`src/rtl/hazard_ctrl_if.sv`:
```
// Hazard controller bus: pipeline-side hazard inputs and stall/flush/forward outputs.
// Optional performance counters appear only when HAZARD_PERF_EN is defined.
interface hazard_ctrl_if;
  logic [4:0] rs1D, rs2D, rs1E, rs2E, rdE, rdM, rdW;
  logic       loadE, regwrM, regwrW, br_takenE, mdv_startE;
  logic       StallF, StallD, StallE, FlushD, FlushE, FlushM, mdv_busy;
  logic [1:0] fwdAE, fwdBE;
`ifdef HAZARD_PERF_EN
  logic [31:0] perf_lu_stalls, perf_flushes, perf_mdv_stalls;
`endif

  // pipeline side: drives hazard inputs, consumes controls
  modport master (
    output rs1D, rs2D, rs1E, rs2E, rdE, rdM, rdW,
    output loadE, regwrM, regwrW, br_takenE, mdv_startE,
    input  StallF, StallD, StallE, FlushD, FlushE, FlushM, mdv_busy,
    input  fwdAE, fwdBE
`ifdef HAZARD_PERF_EN
    , input perf_lu_stalls, perf_flushes, perf_mdv_stalls
`endif
  );

  // controller side
  modport slave (
    input  rs1D, rs2D, rs1E, rs2E, rdE, rdM, rdW,
    input  loadE, regwrM, regwrW, br_takenE, mdv_startE,
    output StallF, StallD, StallE, FlushD, FlushE, FlushM, mdv_busy,
    output fwdAE, fwdBE
`ifdef HAZARD_PERF_EN
    , output perf_lu_stalls, perf_flushes, perf_mdv_stalls
`endif
  );
endinterface

```
`src/rtl/hazard_ctrl.sv`:
```
// Hazard/sequencing controller for a 5-stage RV32I pipeline: load-use stall,
// branch flush, EX operand forwarding and a RUN/MDV mul/div hold machine.
// Optional macro HAZARD_PERF_EN adds saturating 32-bit event counters.
module hazard_ctrl #(
  parameter int MDV_LAT = 4,
  parameter int CNT_W   = 4
) (
  input logic         clk,
  input logic         rst,
  hazard_ctrl_if.slave hz
);
  typedef enum logic {RUN = 1'b0, MDV = 1'b1} state_t;

  // The entry cycle is the first of the MDV_LAT-1 stalled cycles, so the
  // register tracks the MDV-state cycles that remain after it.
  localparam logic [CNT_W-1:0] CNT_LOAD = CNT_W'(MDV_LAT - 2);

  state_t           state;
  logic [CNT_W-1:0] cnt;
  logic             rel;    // first RUN cycle after release: op's final EX cycle
  logic             in_run, br, start, lu, busy;

  function automatic logic [1:0] fwd_sel(input logic [4:0] rs);
    if (hz.regwrM && hz.rdM != 5'd0 && hz.rdM == rs)      fwd_sel = 2'b10;
    else if (hz.regwrW && hz.rdW != 5'd0 && hz.rdW == rs) fwd_sel = 2'b01;
    else                                                   fwd_sel = 2'b00;
  endfunction

  assign in_run = (state == RUN);
  assign br     = in_run & hz.br_takenE;
  assign start  = in_run & ~rel & hz.mdv_startE & ~hz.br_takenE;
  assign lu     = in_run & hz.loadE & (hz.rdE != 5'd0) &
                  ((hz.rdE == hz.rs1D) | (hz.rdE == hz.rs2D));
  assign busy   = ~in_run | start;

  // Control outputs: zero-latency from state/inputs, all quiet while rst held
  always_comb begin
    hz.StallF   = 1'b0;
    hz.StallD   = 1'b0;
    hz.StallE   = 1'b0;
    hz.FlushD   = 1'b0;
    hz.FlushE   = 1'b0;
    hz.FlushM   = 1'b0;
    hz.mdv_busy = 1'b0;
    hz.fwdAE    = 2'b00;
    hz.fwdBE    = 2'b00;
    if (!rst) begin
      hz.StallF   = busy | (lu & ~br);
      hz.StallD   = busy | (lu & ~br);
      hz.StallE   = busy;
      hz.FlushD   = br;
      hz.FlushE   = br | lu;
      hz.FlushM   = busy;
      hz.mdv_busy = busy;
      hz.fwdAE    = fwd_sel(hz.rs1E);
      hz.fwdBE    = fwd_sel(hz.rs2E);
    end
  end

  // RUN/MDV sequencing with countdown and post-release re-trigger guard
  always_ff @(posedge clk) begin
    if (rst) begin
      state <= RUN;
      cnt   <= '0;
      rel   <= 1'b0;
    end else begin
      case (state)
        RUN: begin
          rel <= 1'b0;
          if (start) begin
            if (MDV_LAT > 2) begin
              state <= MDV;
              cnt   <= CNT_LOAD;
            end else begin
              rel <= 1'b1;
            end
          end
        end
        MDV: begin
          if (cnt == CNT_W'(1)) begin
            state <= RUN;
            cnt   <= '0;
            rel   <= 1'b1;
          end else begin
            cnt <= cnt - CNT_W'(1);
          end
        end
        default: begin
          state <= RUN;
          cnt   <= '0;
          rel   <= 1'b0;
        end
      endcase
    end
  end

`ifdef HAZARD_PERF_EN
  logic [31:0] pc_lu, pc_fl, pc_mdv;
  assign hz.perf_lu_stalls  = pc_lu;
  assign hz.perf_flushes    = pc_fl;
  assign hz.perf_mdv_stalls = pc_mdv;

  // Saturating event counters
  always_ff @(posedge clk) begin
    if (rst) begin
      pc_lu  <= '0;
      pc_fl  <= '0;
      pc_mdv <= '0;
    end else begin
      if (lu && !br && pc_lu != 32'hFFFF_FFFF)   pc_lu  <= pc_lu + 32'd1;
      if (br && pc_fl != 32'hFFFF_FFFF)          pc_fl  <= pc_fl + 32'd1;
      if (busy && pc_mdv != 32'hFFFF_FFFF)       pc_mdv <= pc_mdv + 32'd1;
    end
  end
`endif
endmodule

```
`src/flat_wrapper.sv`:
```
// flat-port wrapper written by rule: the top's interface ports become plain ports
module hazard_ctrl_flat 
#(
  parameter int MDV_LAT = 4,
  parameter int CNT_W   = 4
)
  (clk, rst, hz_rs1D, hz_rs2D, hz_rs1E, hz_rs2E, hz_rdE, hz_rdM, hz_rdW, hz_loadE, hz_regwrM, hz_regwrW, hz_br_takenE, hz_mdv_startE, hz_StallF, hz_StallD, hz_StallE, hz_FlushD, hz_FlushE, hz_FlushM, hz_mdv_busy, hz_fwdAE, hz_fwdBE);
  hazard_ctrl_if hz_i ();
  input logic clk;
  input logic rst;
  input wire logic [$bits(hz_i.rs1D)-1:0] hz_rs1D;
  input wire logic [$bits(hz_i.rs2D)-1:0] hz_rs2D;
  input wire logic [$bits(hz_i.rs1E)-1:0] hz_rs1E;
  input wire logic [$bits(hz_i.rs2E)-1:0] hz_rs2E;
  input wire logic [$bits(hz_i.rdE)-1:0] hz_rdE;
  input wire logic [$bits(hz_i.rdM)-1:0] hz_rdM;
  input wire logic [$bits(hz_i.rdW)-1:0] hz_rdW;
  input wire logic [$bits(hz_i.loadE)-1:0] hz_loadE;
  input wire logic [$bits(hz_i.regwrM)-1:0] hz_regwrM;
  input wire logic [$bits(hz_i.regwrW)-1:0] hz_regwrW;
  input wire logic [$bits(hz_i.br_takenE)-1:0] hz_br_takenE;
  input wire logic [$bits(hz_i.mdv_startE)-1:0] hz_mdv_startE;
  output wire logic [$bits(hz_i.StallF)-1:0] hz_StallF;
  output wire logic [$bits(hz_i.StallD)-1:0] hz_StallD;
  output wire logic [$bits(hz_i.StallE)-1:0] hz_StallE;
  output wire logic [$bits(hz_i.FlushD)-1:0] hz_FlushD;
  output wire logic [$bits(hz_i.FlushE)-1:0] hz_FlushE;
  output wire logic [$bits(hz_i.FlushM)-1:0] hz_FlushM;
  output wire logic [$bits(hz_i.mdv_busy)-1:0] hz_mdv_busy;
  output wire logic [$bits(hz_i.fwdAE)-1:0] hz_fwdAE;
  output wire logic [$bits(hz_i.fwdBE)-1:0] hz_fwdBE;
  assign hz_i.rs1D = hz_rs1D;
  assign hz_i.rs2D = hz_rs2D;
  assign hz_i.rs1E = hz_rs1E;
  assign hz_i.rs2E = hz_rs2E;
  assign hz_i.rdE = hz_rdE;
  assign hz_i.rdM = hz_rdM;
  assign hz_i.rdW = hz_rdW;
  assign hz_i.loadE = hz_loadE;
  assign hz_i.regwrM = hz_regwrM;
  assign hz_i.regwrW = hz_regwrW;
  assign hz_i.br_takenE = hz_br_takenE;
  assign hz_i.mdv_startE = hz_mdv_startE;
  assign hz_StallF = hz_i.StallF;
  assign hz_StallD = hz_i.StallD;
  assign hz_StallE = hz_i.StallE;
  assign hz_FlushD = hz_i.FlushD;
  assign hz_FlushE = hz_i.FlushE;
  assign hz_FlushM = hz_i.FlushM;
  assign hz_mdv_busy = hz_i.mdv_busy;
  assign hz_fwdAE = hz_i.fwdAE;
  assign hz_fwdBE = hz_i.fwdBE;
  hazard_ctrl #(.MDV_LAT(MDV_LAT), .CNT_W(CNT_W)) u_core (.clk(clk), .rst(rst), .hz(hz_i));
endmodule
```
`config.mk`:
```
export PLATFORM = sky130hd
export DESIGN_NAME = hazard_ctrl_flat
export DESIGN_NICKNAME = d
export VERILOG_FILES = /design/src/rtl/hazard_ctrl_if.sv /design/src/rtl/hazard_ctrl.sv /design/src/flat_wrapper.sv
export SDC_FILE = /design/constraint.sdc
export NUM_CORES = 1
export LEC_CHECK = 0
export BUFFER_PORTS_ARGS = -buffer_cell sky130_fd_sc_hd__clkbuf_2
export CORE_UTILIZATION = 36
export DETAILED_ROUTE_END_ITERATION = 8
export GPL_TIMING_DRIVEN = 0
export HOLD_SLACK_MARGIN = 0.03
export PLACE_DENSITY = 0.74
export SKIP_CTS_REPAIR_TIMING = 1
export SLEW_MARGIN = 10
export SYNTH_ARGS = -nofsm -noshare
export SYNTH_HDL_FRONTEND = slang
export SYNTH_SLANG_ARGS = --single-unit
export TNS_END_PERCENT = 5
```
`constraint.sdc`:
```
create_clock -name clk -period 1.78 [get_ports clk]
set_clock_uncertainty 0.2 [all_clocks]
set_input_delay 0.178 -clock clk [delete_from_list [all_inputs] [get_ports clk]]
set_output_delay 0.178 -clock clk [all_outputs]
set_load 0.1 [all_outputs]
```
* After elaboration in Yosys (flattened, before gate mapping)
Cells that the tools add are included.
Cells by class: $add $sub $neg 1, eq/ne operators 9, multiplexer cells 18, bitwise logic cells 16, reduce and logical (&&, ||, !) cells 9
Operator list (count):
- == test 5 bit | 6
- nonzero test 5 bit | 3
- two-way mux 1 bit | 9
- AND 1 bit | 8
- two-way mux 2 bit | 4
- two-way mux 4 bit | 2
- one-hot mux 4 bit (2 select lines) | 1
- logical AND 1 bit | 6
- == test 4 x 1 -> 1 bit, second input constant | 1
- != test 2 bit, second input constant | 2
- inverter 1 bit | 4
- OR 1 bit | 4
- one-hot mux 1 bit (2 select lines) | 2
- subtractor 4 x 1 -> 4 bit, second input constant | 1
Word-level totals: register bits 6, input port bits 42, output and inout port bits 11

* Longest topological paths before layout
word-level depth 7, gate-level depth with buffers 6

* Worst setup path before layout
Ideal clock, no wire load.
path kind register to output, start point register u_core.state, end point output hz_StallF, arrival 3.630 ns, data required time 1.402 ns, path slack -2.228 ns, cell stages (with the launch flop) 6, path through dfxtp_1 > clkbuf_1 > nor2_1 > o211ai_1 > o32ai_1 > buf_4
On the way: longest elaborated chain between the ends 7
Ends and longest elaborated chain:
- start, declared | RTL line hazard_ctrl.sv:18 | state_t state;
- start signal, assigned | RTL line hazard_ctrl.sv:63 | state <= RUN;
- start signal, assigned | RTL line hazard_ctrl.sv:72 | state <= MDV;
- start signal, assigned | RTL line hazard_ctrl.sv:81 | state <= RUN;
- inverter 1 bit | RTL line hazard_ctrl.sv:29 | assign in_run = (state == RUN);
- AND 1 bit, on equally long branches (3 in series) | RTL line hazard_ctrl.sv:31, hazard_ctrl.sv:32
- OR 1 bit / AND 1 bit (equally long branches)
- OR 1 bit *
- two-way mux 1 bit *
- end, declared | RTL line flat_wrapper.sv:23 | output wire logic [$bits(hz_i.StallF)-1:0] hz_StallF;
Mark *: on every way between the ends. The rest lies on a longest branch, timed or not.

* Worst setup path after layout
start point input hz_rdM[0], end point output hz_fwdBE[0]
On the way: longest elaborated chain between the ends 5
Ends and longest elaborated chain:
- start, declared | RTL line flat_wrapper.sv:16 | input wire logic [$bits(hz_i.rdM)-1:0] hz_rdM;
- nonzero test 5 bit | RTL line hazard_ctrl.sv:24 | if (hz.regwrM && hz.rdM != 5'd0 && hz.rdM == rs) fwd_sel = 2'b10;
- logical AND 1 bit | RTL line hazard_ctrl.sv:24
- logical AND 1 bit * | RTL line hazard_ctrl.sv:24
- two-way mux 2 bit * | RTL line hazard_ctrl.sv:24
- two-way mux 2 bit * | RTL line hazard_ctrl.sv:47 | if (!rst) begin
- end, declared | RTL line flat_wrapper.sv:31 | output wire logic [$bits(hz_i.fwdBE)-1:0] hz_fwdBE;
Marked as above.

==> impl_metrics.yaml <==
route:
  routed_via_density: 5.084
  drtAntennaViolNets: 0
  wl_per_cell_um: 12.70
  route.detailed.drc: 0
  vias: 905
  wirelength_um: 2261
  dr.pass1.iters: 3
  drtIter0Drc: 8
logic_synthesis:
  yosysSeqAreaShare_pct: 15.95
  synthTopCellsByArea: "xor2_1 21%, dfxtp_1 16%, xnor2_1 14%, nor3_1 4.0%, or4_1 4.0%"
  ys_warn_count: 0
  ys_ff_latch: 6
  netlist_instances: 96
  ys_types: 31
  syn_area_um2: 753.2
  synth_top_area_share_pct: 20.93
  synth_area_per_cell_um2: 7.846
  yosys.area.top_type: "xor2_1"
  syn_nets: 140
power:
  irDropWorstVdd_mv: 0.3583
  pwr_density_cell_mw_per_mm2: 502.5
  leakage_nw: 0.5485
flow_run:
  drv_cap: 0
worst_setup_path:
  worstPathRequired_ns: 1.40
  r2r_cells: 6
  worstPathMaxFanout: 4
  worst-setup-path-type: "in2out"
  end_kind: "output pin"
  startpoint_type: "input port"
  arrival_ns: 1.63
placed_design:
  gp_congestion: 0.8109
  dp_hpwl_um: 1868
  place.port_buffers: 52
  post-place-ws_ns: -0.5275
floorplanning:
  die-area_mm2: 0.002279
  start_util_pct: 38.39
  fp.coreArea_mm2: 0.001962
  die_w_um: 47.74
  rows: 16
  die-height_um: 47.74
  ios: 53
final_layout:
  diodes: 0
  n_fill_cell: 176
  area_delta_synth_final_pct: 74.09
  layout_common_cells: "42 x clkbuf_2, 18 x xor2_1, 12 x xnor2_1, 6 x buf_6"
  layout_commonest_cell: "clkbuf_2"
  final_nets: 197
  drive_gt1_share_pct: 54.30
grt:
  grt_pass1_wl_um: 3270
  grt_use_total_pct: 20.51
  grt_pass1_vias: 857
  grt_overflow: 0
  antenna_found_initial: 0
  grt_max_degree: 11
clocking:
  clk_path_buf_depth: 2
  clock_sinks: 6
  h-tree-depth: 1
  cts_tree: "built"
  clkTransAtPathRegs_ns: 0.05
  cts_buffers: 3
  root_buffer: "clkbuf_4"
  clkLatencyLatePin_ns: 0.25
timing:
  finalSetupViolCount: 7
  setup_tns_ns: -0.7034
  fmax_mhz: 499.1
  rsz0062_at_grt: "true"
  hold_viol_final: 0
  worst_slew_pin_slew_ns: 0.7275
  slew_viol_final: 0
  period_minus_slack_ns: 2.004
  timing.final.crit_share_pct: 112.6
  setup_slack_ns: -0.2238
  relSlewSlack_pct: 51.50
min_path:
  holdPathStages: 4
  min_path_type: "in2reg"
status:
  violations: "setup timing"
  status: "finished with violations"
## Yosys cell counts
master	number
inv_1	2
and2_1	1
nor4_2	1
ha_1	2
a31oi_1	1
o21ai_2	1
nor2_1	7
nor2b_1	2
a221oi_1	1
nand2b_1	2
a22oi_1	1
o32ai_1	1
nand3_1	4
dfxtp_1	6
nor3b_1	3
xor2_1	18
o21ai_1	1
o21ai_0	1
buf_4	3
nor3_2	1
o211ai_1	1
nand2_1	3
xnor2_1	12
or3b_2	1
clkbuf_1	2
or4_1	4
o21bai_1	1
a21oi_1	3
nor4_1	2
nor3_1	6
or3_1	2
## kinds of logic after synthesis
kind of cell | after synthesis | share of synthesized area (%)
buf+inv | 7 | 4.984
compound gates | 12 | 10.63
fa+ha+maj | 2 | 3.322
simple gates | 39 | 30.23
flops | 6 | 15.95
xor+xnor | 30 | 34.88
## sequential cells by signal (all words and copies together) (netlist names)
name / cells
u_core.rel: 1
u_core.cnt: 4
u_core.state: 1
## routing by layer
layer | track usage (%) | up-vias | share of wire (%)
met3 | 5.660 | 2 | 6.8
met4 | 4.444 | 0 | 0.27
li1 | - | 444 | -
met1 | 19.00 | 420 | 38
met5 | 0 | - | 0
met2 | 42.97 | 39 | 55
## per-stage QoR
step | std cells | area, µm² | total power (W) | hold WS (ns) | util, %
2_1_floorplan | 96 | 863.3 | 0.0003906 | 0.1882 | -
3_3_place_gp | 175 | 1157 | 0.0004854 | 0.2839 | 58.99
3_5_place_dp | 175 | 1157 | 0.0004932 | 0.2999 | 58.99
4_1_cts | 178 | 1180 | 0.0006269 | 0.1123 | 60.14
5_1_grt | 178 | 1311 | 0.0006986 | 0.1217 | 66.84
6_report | 178 | 1311 | 0.0006589 | 0.09948 | 66.84
## layout make-up
type	instances	area, µm²	share of cell area [%]
multi-input combinational	83	733.2	55.92
timing repair buffer	53	359.1	27.39
sequential	6	125.1	9.542
tap	27	33.78	2.576
buffer	4	30.03	2.290
clock buffer	3	22.52	1.718
inverter	2	7.507	0.5725
## worst max-delay path, cell delays in order
cell      delay, ns
clkbuf_2       0.12
or4_4          0.55
o21ai_4        0.26
nor3_2         0.11
nor3_4         0.21
buf_12         0.20
## worst paths after layout
kind            startpoint       endpoint  slack (ns)
max              hz_rdM[0]    hz_fwdBE[0]       -0.22
min           hz_br_takenE   u_core.state         0.1
max reg2reg  u_core.cnt[1]  u_core.cnt[2]        0.09
min reg2reg  u_core.cnt[1]  u_core.cnt[1]        0.29
## power breakdown
group | switching [W] | leakage (nW) | internal [W] | total, W
logic | 0.000224 | 0.485 | 0.000148 | 0.000372
registers | 0.0000123 | 0.0500 | 0.000145 | 0.000157
clock network | 0.0000529 | 0.0138 | 0.0000765 | 0.000129
total | 0.000289 | 0.548 | 0.000370 | 0.000659
(Power assumes the default switching activity.)
